$ cat config.mk
export PLATFORM = sky130hd
export DESIGN_NAME = noc_inject_arbiter
export DESIGN_NICKNAME = d
export VERILOG_FILES = /design/src/rtl/noc_inject_arbiter.sv
export SDC_FILE = /design/constraint.sdc
export NUM_CORES = 1
export LEC_CHECK = 0
export ABC_AREA = 1
export CORE_ASPECT_RATIO = 1.1
export CORE_MARGIN = 4
export CORE_UTILIZATION = 37
export DETAILED_ROUTE_END_ITERATION = 16
export HOLD_SLACK_MARGIN = 0.02
export PLACE_DENSITY = 0.87
export SYNTH_ARGS = -nofsm -noshare
export SYNTH_HDL_FRONTEND = slang
export SYNTH_SLANG_ARGS = --single-unit
$ cat constraint.sdc
create_clock -name clk -period 2 [get_ports clk]
set_input_delay 0.3 -clock clk [delete_from_list [all_inputs] [get_ports clk]]
set_output_delay 0.3 -clock clk [all_outputs]
set_load 0.005 [all_outputs]
$ cat src/rtl/noc_inject_arbiter.sv
// ---------------------------------------------------------------------------
// noc_inject_arbiter
//
// Shares one router local injection port between N_REQ on-tile requesters.
// Arbitration is round-robin at packet granularity: once a requester's first
// flit is accepted without 'last', the port stays locked to it until its last
// flit (or until the packet reaches MAX_FLITS, which forces a release and
// raises a sticky error). Accepted flits pass through one output register
// that holds while the router is not ready and can be reloaded in the same
// cycle it drains, giving 1 flit/cycle back-to-back.
//
// Ports
//   clk            in   system clock, rising edge
//   rst_n          in   asynchronous active-low reset
//   req_valid      in   [N_REQ]        requester i offers a flit
//   req_last       in   [N_REQ]        offered flit ends its packet
//   req_data       in   [N_REQ*PKT_W]  offered flits, slice i for requester i
//   req_ready      out  [N_REQ]        flit of requester i accepted this cycle
//   net_data       out  [PKT_W]        flit to router, zero when empty
//   net_valid      out                 net_data holds a flit
//   network_ready  in                  router can take a flit this cycle
//   grant_id       out  [clog2(N_REQ)] current / most recent granted requester
//   busy           out                 packet in progress (LOCKED)
//   err_overlength out                 sticky, a packet hit MAX_FLITS w/o last
// ---------------------------------------------------------------------------
`ifndef PL
`define PL 32
`endif

module noc_inject_arbiter #(
    parameter int N_REQ     = 4,
    parameter int PKT_W     = `PL,
    parameter int MAX_FLITS = 16
) (
    input  logic                       clk,
    input  logic                       rst_n,
    input  logic [N_REQ-1:0]           req_valid,
    input  logic [N_REQ-1:0]           req_last,
    input  logic [N_REQ*PKT_W-1:0]     req_data,
    output logic [N_REQ-1:0]           req_ready,
    output logic [PKT_W-1:0]           net_data,
    output logic                       net_valid,
    input  logic                       network_ready,
    output logic [$clog2(N_REQ)-1:0]   grant_id,
    output logic                       busy,
    output logic                       err_overlength
);

    localparam int IW = $clog2(N_REQ);
    localparam int CW = $clog2(MAX_FLITS + 1);

    typedef enum logic {
        IDLE   = 1'b0,
        LOCKED = 1'b1
    } state_e;

    state_e           state_q, state_d;
    logic [IW-1:0]    rr_ptr_q, rr_ptr_d;
    logic [IW-1:0]    grant_q, grant_d;
    logic [CW-1:0]    cnt_q, cnt_d;
    logic             nv_q, nv_d;
    logic [PKT_W-1:0] nd_q, nd_d;
    logic             err_q, err_d;

    logic             stage_free;
    logic             win_found;
    logic [IW-1:0]    win_idx;
    logic [IW-1:0]    sel_idx;
    logic [PKT_W-1:0] sel_data;
    logic             sel_last;
    logic             accept;
    logic [CW-1:0]    cnt_inc;

    // The output register can take a new flit when empty or draining now.
    assign stage_free = !nv_q || network_ready;

    // Round-robin search starting just after the last packet's owner.
    always_comb begin
        int cand;
        cand      = 0;
        win_found = 1'b0;
        win_idx   = '0;
        for (int k = 1; k <= N_REQ; k++) begin
            cand = (int'(rr_ptr_q) + k) % N_REQ;
            if (!win_found && req_valid[IW'(cand)]) begin
                win_found = 1'b1;
                win_idx   = IW'(cand);
            end
        end
    end

    // While locked only the owner may move; otherwise the fresh winner.
    assign sel_idx = (state_q == IDLE) ? win_idx : grant_q;

    always_comb begin
        req_ready = '0;
        if (state_q == IDLE) begin
            if (win_found) begin
                req_ready[win_idx] = stage_free;
            end
        end else begin
            req_ready[grant_q] = stage_free;
        end
    end

    assign accept = |(req_ready & req_valid);

    always_comb begin
        sel_data = '0;
        for (int i = 0; i < N_REQ; i++) begin
            if (sel_idx == IW'(i)) begin
                sel_data = req_data[i*PKT_W +: PKT_W];
            end
        end
    end

    assign sel_last = req_last[sel_idx];
    assign cnt_inc  = cnt_q + CW'(1);

    always_comb begin
        state_d  = state_q;
        rr_ptr_d = rr_ptr_q;
        grant_d  = grant_q;
        cnt_d    = cnt_q;
        nv_d     = nv_q;
        nd_d     = nd_q;
        err_d    = err_q;

        if (accept) begin
            // Load replaces any flit draining this same cycle.
            nv_d = 1'b1;
            nd_d = sel_data;
            if (state_q == IDLE) begin
                grant_d = sel_idx;
                cnt_d   = CW'(1);
                if (sel_last) begin
                    rr_ptr_d = sel_idx;
                end else begin
                    state_d = LOCKED;
                end
            end else begin
                cnt_d = cnt_inc;
                if (sel_last) begin
                    state_d  = IDLE;
                    rr_ptr_d = grant_q;
                end else if (cnt_inc == CW'(MAX_FLITS)) begin
                    // Forced release: the rest of this stream re-arbitrates
                    // as a new packet.
                    err_d    = 1'b1;
                    state_d  = IDLE;
                    rr_ptr_d = grant_q;
                end
            end
        end else if (network_ready) begin
            nv_d = 1'b0;
            nd_d = '0;
        end
    end

    always_ff @(posedge clk or negedge rst_n) begin
        if (!rst_n) begin
            state_q  <= IDLE;
            rr_ptr_q <= IW'(N_REQ - 1);
            grant_q  <= '0;
            cnt_q    <= '0;
            nv_q     <= 1'b0;
            nd_q     <= '0;
            err_q    <= 1'b0;
        end else begin
            state_q  <= state_d;
            rr_ptr_q <= rr_ptr_d;
            grant_q  <= grant_d;
            cnt_q    <= cnt_d;
            nv_q     <= nv_d;
            nd_q     <= nd_d;
            err_q    <= err_d;
        end
    end

    assign net_data       = nd_q;
    assign net_valid      = nv_q;
    assign grant_id       = grant_q;
    assign busy           = (state_q == LOCKED);
    assign err_overlength = err_q;

endmodule

Word-level counts from Yosys, hierarchy flattened --
Cells that the tools add are included.
Storage, ports and cells: flip-flop bits (word level) 44, latch bits 0, RAM bits 0, memory bits (read-only) 0, input bits 139, logic and storage cells 94, memories kept 0
Operators by class: add/sub/neg operators 5, multipliers 0, div/mod/pow operators 0, order comparisons 9, equality and inequality tests 4, shift operators 0, multiplexer cells 46, bitwise gates (word level) 5, reduce and logical (&&, ||, !) cells 18
Operators with widths (number):
- $mux 32 | 6
- $mux 1 | 21
- $mux 2 | 9
- $lt 2x4->1 const B | 4
- $and 4x4->4 | 3
- $bmux 1 s2 | 5
- $lt 2x3->1 const B | 3
- $mux 4 | 2
- $reduce_bool 2->1 | 3
- $add 5x1->5 const B | 1
- $eq 5x5->1 const B | 1
- $logic_and 1x1->1 | 5
- $mux 5 | 1
- $add 2x1->2 const B | 2
- $add 2x2->2 const B | 2
- $demux 1 s2 | 2
- $eq 2x2->1 const B | 2
- $ge 2x1->1 const B | 2
- $logic_not 1->1 | 4
- $reduce_and 4->1 | 1
- $reduce_or 4->1 | 1
- $reduce_and 3->1 | 1
- $eq 2x1->1 const B | 1
- $logic_not 2->1 | 1
- other kinds (3) | 4

Longest topological paths before layout --
depth after elaboration 24, mapped depth 20, mapped depth without buffers 18

Worst setup path before layout --
OpenSTA, ideal clock, no wires.
path type reg2reg, start point register rr_ptr_q[0], end point register nd_q[6] (netlist: net_data[6]), arrival 2.063 ns, path slack -0.181 ns, stages on the path, launching flop included 18, path buffers 3, period minus slack after synthesis 2.181 ns, cell sequence dfstp_2 > buf_6 > inv_6 > nand2_1 > nand2_2 > nand2_1 > nand2_2 > nor2_4 > nand3_2 > nand2_2 > nand3_2 > nand2_2 > buf_4 > nand2_2 > buf_2 > or2_1 > nand3_1 > nand2_1
Between the ends: longest elaborated chain between the ends 24, elaborated cells between the ends (all ways) 51, those cells by class add/sub: 4; order compare: 2; eq/ne: 3; mux: 30; bitwise: 2; reduce/logical: 10
RTL lines:
- start: declaration | RTL line 58 | logic [IW-1:0] rr_ptr_q, rr_ptr_d;
- start signal: assignment | RTL line 163 | rr_ptr_q <= IW'(N_REQ - 1);
- start signal: assignment | RTL line 171 | rr_ptr_q <= rr_ptr_d;
- $add 2x1->2 | RTL line 84 | cand = (int'(rr_ptr_q) + k) % N_REQ;
- $bmux 1 s2 | RTL line 85 | if (!win_found && req_valid[IW'(cand)]) begin
- $mux 1 (implied by the code) (2 in a row) | RTL line 85
- $mux 1 | RTL line 85
- $logic_not 1->1 | RTL line 85
- $logic_and 1x1->1 | RTL line 85
- $mux 1 | RTL line 85
- $logic_not 1->1 | RTL line 85
- [... 7 more ...]
- $mux 1 (implied by the code) | RTL line 99 | req_ready[win_idx] = stage_free;
- $demux 1 s2 | RTL line 99
- $and 4x4->4 (no line)
- $mux 4 | RTL line 98 | if (win_found) begin
- $mux 4 | RTL line 97 | if (state_q == IDLE) begin
- $and 4x4->4 | RTL line 106 | assign accept = |(req_ready & req_valid);
- $reduce_or 4->1 | RTL line 106
- $mux 32 or $reduce_bool 2->1 (tied branches)
- end signal: assignment | RTL line 175 | nd_q <= nd_d;
- end: declaration | RTL line 62 | logic [PKT_W-1:0] nd_q, nd_d;
Several ways; a longest one is shown, not always the timed one. The select of a mux whose other input is x is not followed. A chain may end at the register's enable or synchronous reset.

Final worst setup path --
start point register rr_ptr_q[0], end point output req_ready[1]
Between the ends: longest elaborated chain between the ends 21, elaborated cells between the ends (all ways) 38, those cells by class add/sub: 4; order compare: 2; mux: 24; bitwise: 1; reduce/logical: 7
RTL lines:
- $add 2x1->2 | RTL line 84
- $bmux 1 s2 | RTL line 85
- $mux 1 (implied by the code) (2 in a row) | RTL line 85
- $mux 1 | RTL line 85
- $logic_not 1->1 | RTL line 85
- $logic_and 1x1->1 | RTL line 85
- $mux 1 | RTL line 85
- $logic_not 1->1 | RTL line 85
- [... 4 more ...]
- $mux 2 | RTL line 85
- $lt 2x3->1 (implied by the code) or $ge 2x1->1 (tied branches) | RTL line 99
- $logic_and 1x1->1 (implied by the code) | RTL line 99
- $mux 1 (implied by the code) | RTL line 99
- $demux 1 s2 | RTL line 99
- $and 4x4->4 (no line)
- $mux 4 * | RTL line 98
- $mux 4 * | RTL line 97
- end: declaration | RTL line 40 | output logic [N_REQ-1:0] req_ready,
Mark *: on every way between the ends. The rest lies on a longest branch, timed or not. The select of a mux whose other input is x is not followed.

==> impl_metrics.toml <==
[critical_path]
crit_fanout = 8
cp.required_ps = 1700
start_kind = "flip-flop"
crit_chain = "buf_12 -> nand2_2 -> nand2_4 -> nand2_1 -> nand2_2 -> inv_2 -> nand4_1 -> nand2_4 -> buf_6 -> inv_1 -> nand2_2 -> a21boi_1 -> buf_2"
crit_slowest_cell = "dfstp_2"
critical_path.max_stage_delay_ps = 600
crit_path_end_kind = "output port"
crit_path_start = "rr_ptr_q[0]$_DFFE_PN1P_"
cp_common_cell = "nand2_2"
crit_family = "flip-flops"
worstPathArrival_ps = 2150
crit_buf_inv = 5
worstSetupPathType = "reg -> out"
r2r_start = "rr_ptr_q[0]$_DFFE_PN1P_"

[logic_synthesis]
ys_types = 39
seq_area_frac_synth_pct = 31.3
synth_nets = 674
syn-cell-area_um2 = 3520
yosys_warnings = 0
netlist_instances = 534
syn_avg_cell_area_um2 = 6.60
yosysTopAreaCell = "dfrtp_1"
ys_ff_latch = 44
synth_area_leaders = "dfrtp_1 30%, nand2_1 19%, nand3_1 12%"
synth_top_area_share_pct = 29.8

[global_routing]
grt_pass1_wl_um = 20100
gr-total-overflow = 0
antenna_found_initial = 0
grt_pass1_vias = 4328
grt_max_degree = 33
grt_use_total_pct = 22.6

[cts]
cts_tree = "done"
root_buffer = "clkbuf_8"
clk_pin_slew_worst_paths_ps = 80
cts_made_buffers = 5
cts-htree-levels = 2
clockBufferDepth = 2
clock_latency_ps = 290
clock_sinks = 44

[cells_and_area]
nets = 880
layout.cells.non_filler = 858
most-common-layout-cells = "174 x clkdlybuf4s50_1, 155 x nand2_1, 79 x nand3_1"
drive_above_1_share_pct = 20.5
n_antenna_cell = 0
fin_area_um2 = 6140
utilization_pct = 66.0
final_common_cell = "clkdlybuf4s50_1"
syn_to_final_growth_pct = 74.2

[pwr]
ir_drop_v = 0.000918
p_leak_nw = 2.91
p_total_mw = 11.1
power_density_nw_per_um2 = 1820

[timing]
finalMaxSlewViolations = 0
setup_violations = 48
final_hold_viol_count = 0
setup_tns_ps = -19350
relSlewSlack_pct = 64.9
fin_ws_ps = -454
worstMarginPinSlew_ps = 526
period_share_pct = 123
period_minus_slack_ps = 2450
fmax_mhz = 408
skew_ps = 5.65
rsz0062_at_grt = "true"

[routing]
drt_iter0_markers = 226
vias_per_cell = 5.03
vias = 4316
wl_per_cell_um = 15.0
ant_nets = 0
drtPass1Iterations = 5
wl_um = 12900
drc = 0

[floorplanning]
die_x_um = 101
fp.coreArea_um2 = 9310
die_h_um = 110
io_pins = 180
initial_core_util_pct = 37.9
die_area_um2 = 11100
num_rows = 37

[min_path]
min_from = "net_data[17]$_DFFE_PN0P_"
hp-class = "reg -> reg"

[run_status]
failed_checks = "setup timing"
run_status = "complete, but fails checks"

[place]
dp.cells = 839
placed_area_um2 = 5740
dp_hpwl_um = 10100
finalWeightedCongestion = 0.882
port_buffers = 179

[flow_run]
drv_cap = 0
==> registers in the layout, indices dropped and copies added (netlist names) <==
signal	cells
net_valid	1
grant_id	2
err_overlength	1
rr_ptr_q	2
net_data	32
cnt_q	5
busy	1
==> layer usage <==
metal	global-route usage [%]	wire (µm)	vias to the layer above
li1	-	-	2127
met1	26.8	4950	1996
met2	41.3	6740	163
met3	3.84	828	30
met4	7.22	379	0
met5	0	0	-
==> final timing paths <==
kind	endpoint	slack, ps	depth (start not counted)
min in group asynchronous	err_overlength$_DFFE_PN0P_	530	2
max	req_ready[1]	-450	13
max in group asynchronous	net_data[21]$_DFFE_PN0P_	960	3
min	net_data[17]$_DFFE_PN0P_	510	2
max reg2reg	net_data[30]$_DFFE_PN0P_	-450	18
min reg2reg	net_data[17]$_DFFE_PN0P_	510	2
==> synth_stat cells (all sizes together) <==
master,count
a21boi,3
a21oi,15
a31oi,1
buf,24
clkbuf,7
clkinv,1
dfrtp,42
dfstp,2
ha,1
inv,46
nand2,199
nand3,100
nand3b,14
nand4,4
nor2,25
nor3,1
o21ai,27
o21bai,1
o31ai,1
or2,18
or3,1
xor2,1
==> per-stage QoR <==
step / hold slack (ps) / setup WS (ps)
final: 513 / -454
after global routing: 537 / -628
after CTS: 519 / -405
after detailed placement: 305 / -625
after global placement: 302 / -556
after floorplan: 4.41 / -109
==> kinds of logic (layout without fill, tap and decap cells) <==
kind of cell / after synthesis / after routing / share of synthesized area (%)
compound gates: 48 / 48 / 7.32
xor+xnor: 1 / 1 / 0.249
fa+ha+maj: 1 / 1 / 0.355
buf+inv: 78 / 285 / 10.5
flops: 44 / 44 / 31.3
simple gates: 362 / 362 / 50.2
==> worst reg2reg max path, delay by kind of cell (launching register included) <==
| kind | cells | cell delay, ps |
|---|---|---|
| buffers and inverters | 4 | 410 |
| DFF | 1 | 600 |
| and+or+nand+nor | 14 | 1380 |
==> report_power, final <==
group,internal (mW),switching [mW],total (mW),leakage [nW]
Sequential,1.33,0.267,1.60,0.557
Clock,0.281,0.299,0.580,0.0445
Combinational,4.08,4.89,8.97,2.31
Total,5.69,5.45,11.1,2.91
==> what timing repair did <==
action                     4_1_cts  5_1_grt
resized for setup               53       15
cloned                           0        1
setup buffers                    7        2
setup endpoints to repair       48       48
pin swaps                       29        5
hold endpoints to repair        19        0
hold buffers                     1        0
==> final cells by class <==
type | count | area [µm²]
tap | 117 | 146
clock buffer | 7 | 86.3
fill | 766 | 3170
sequential | 44 | 1100
multi-input combinational | 412 | 2290
clock inverter | 1 | 7.51
timing repair buffer | 230 | 2320
inverter | 47 | 183
No activity file was read; power rests on OpenSTA's default activity.
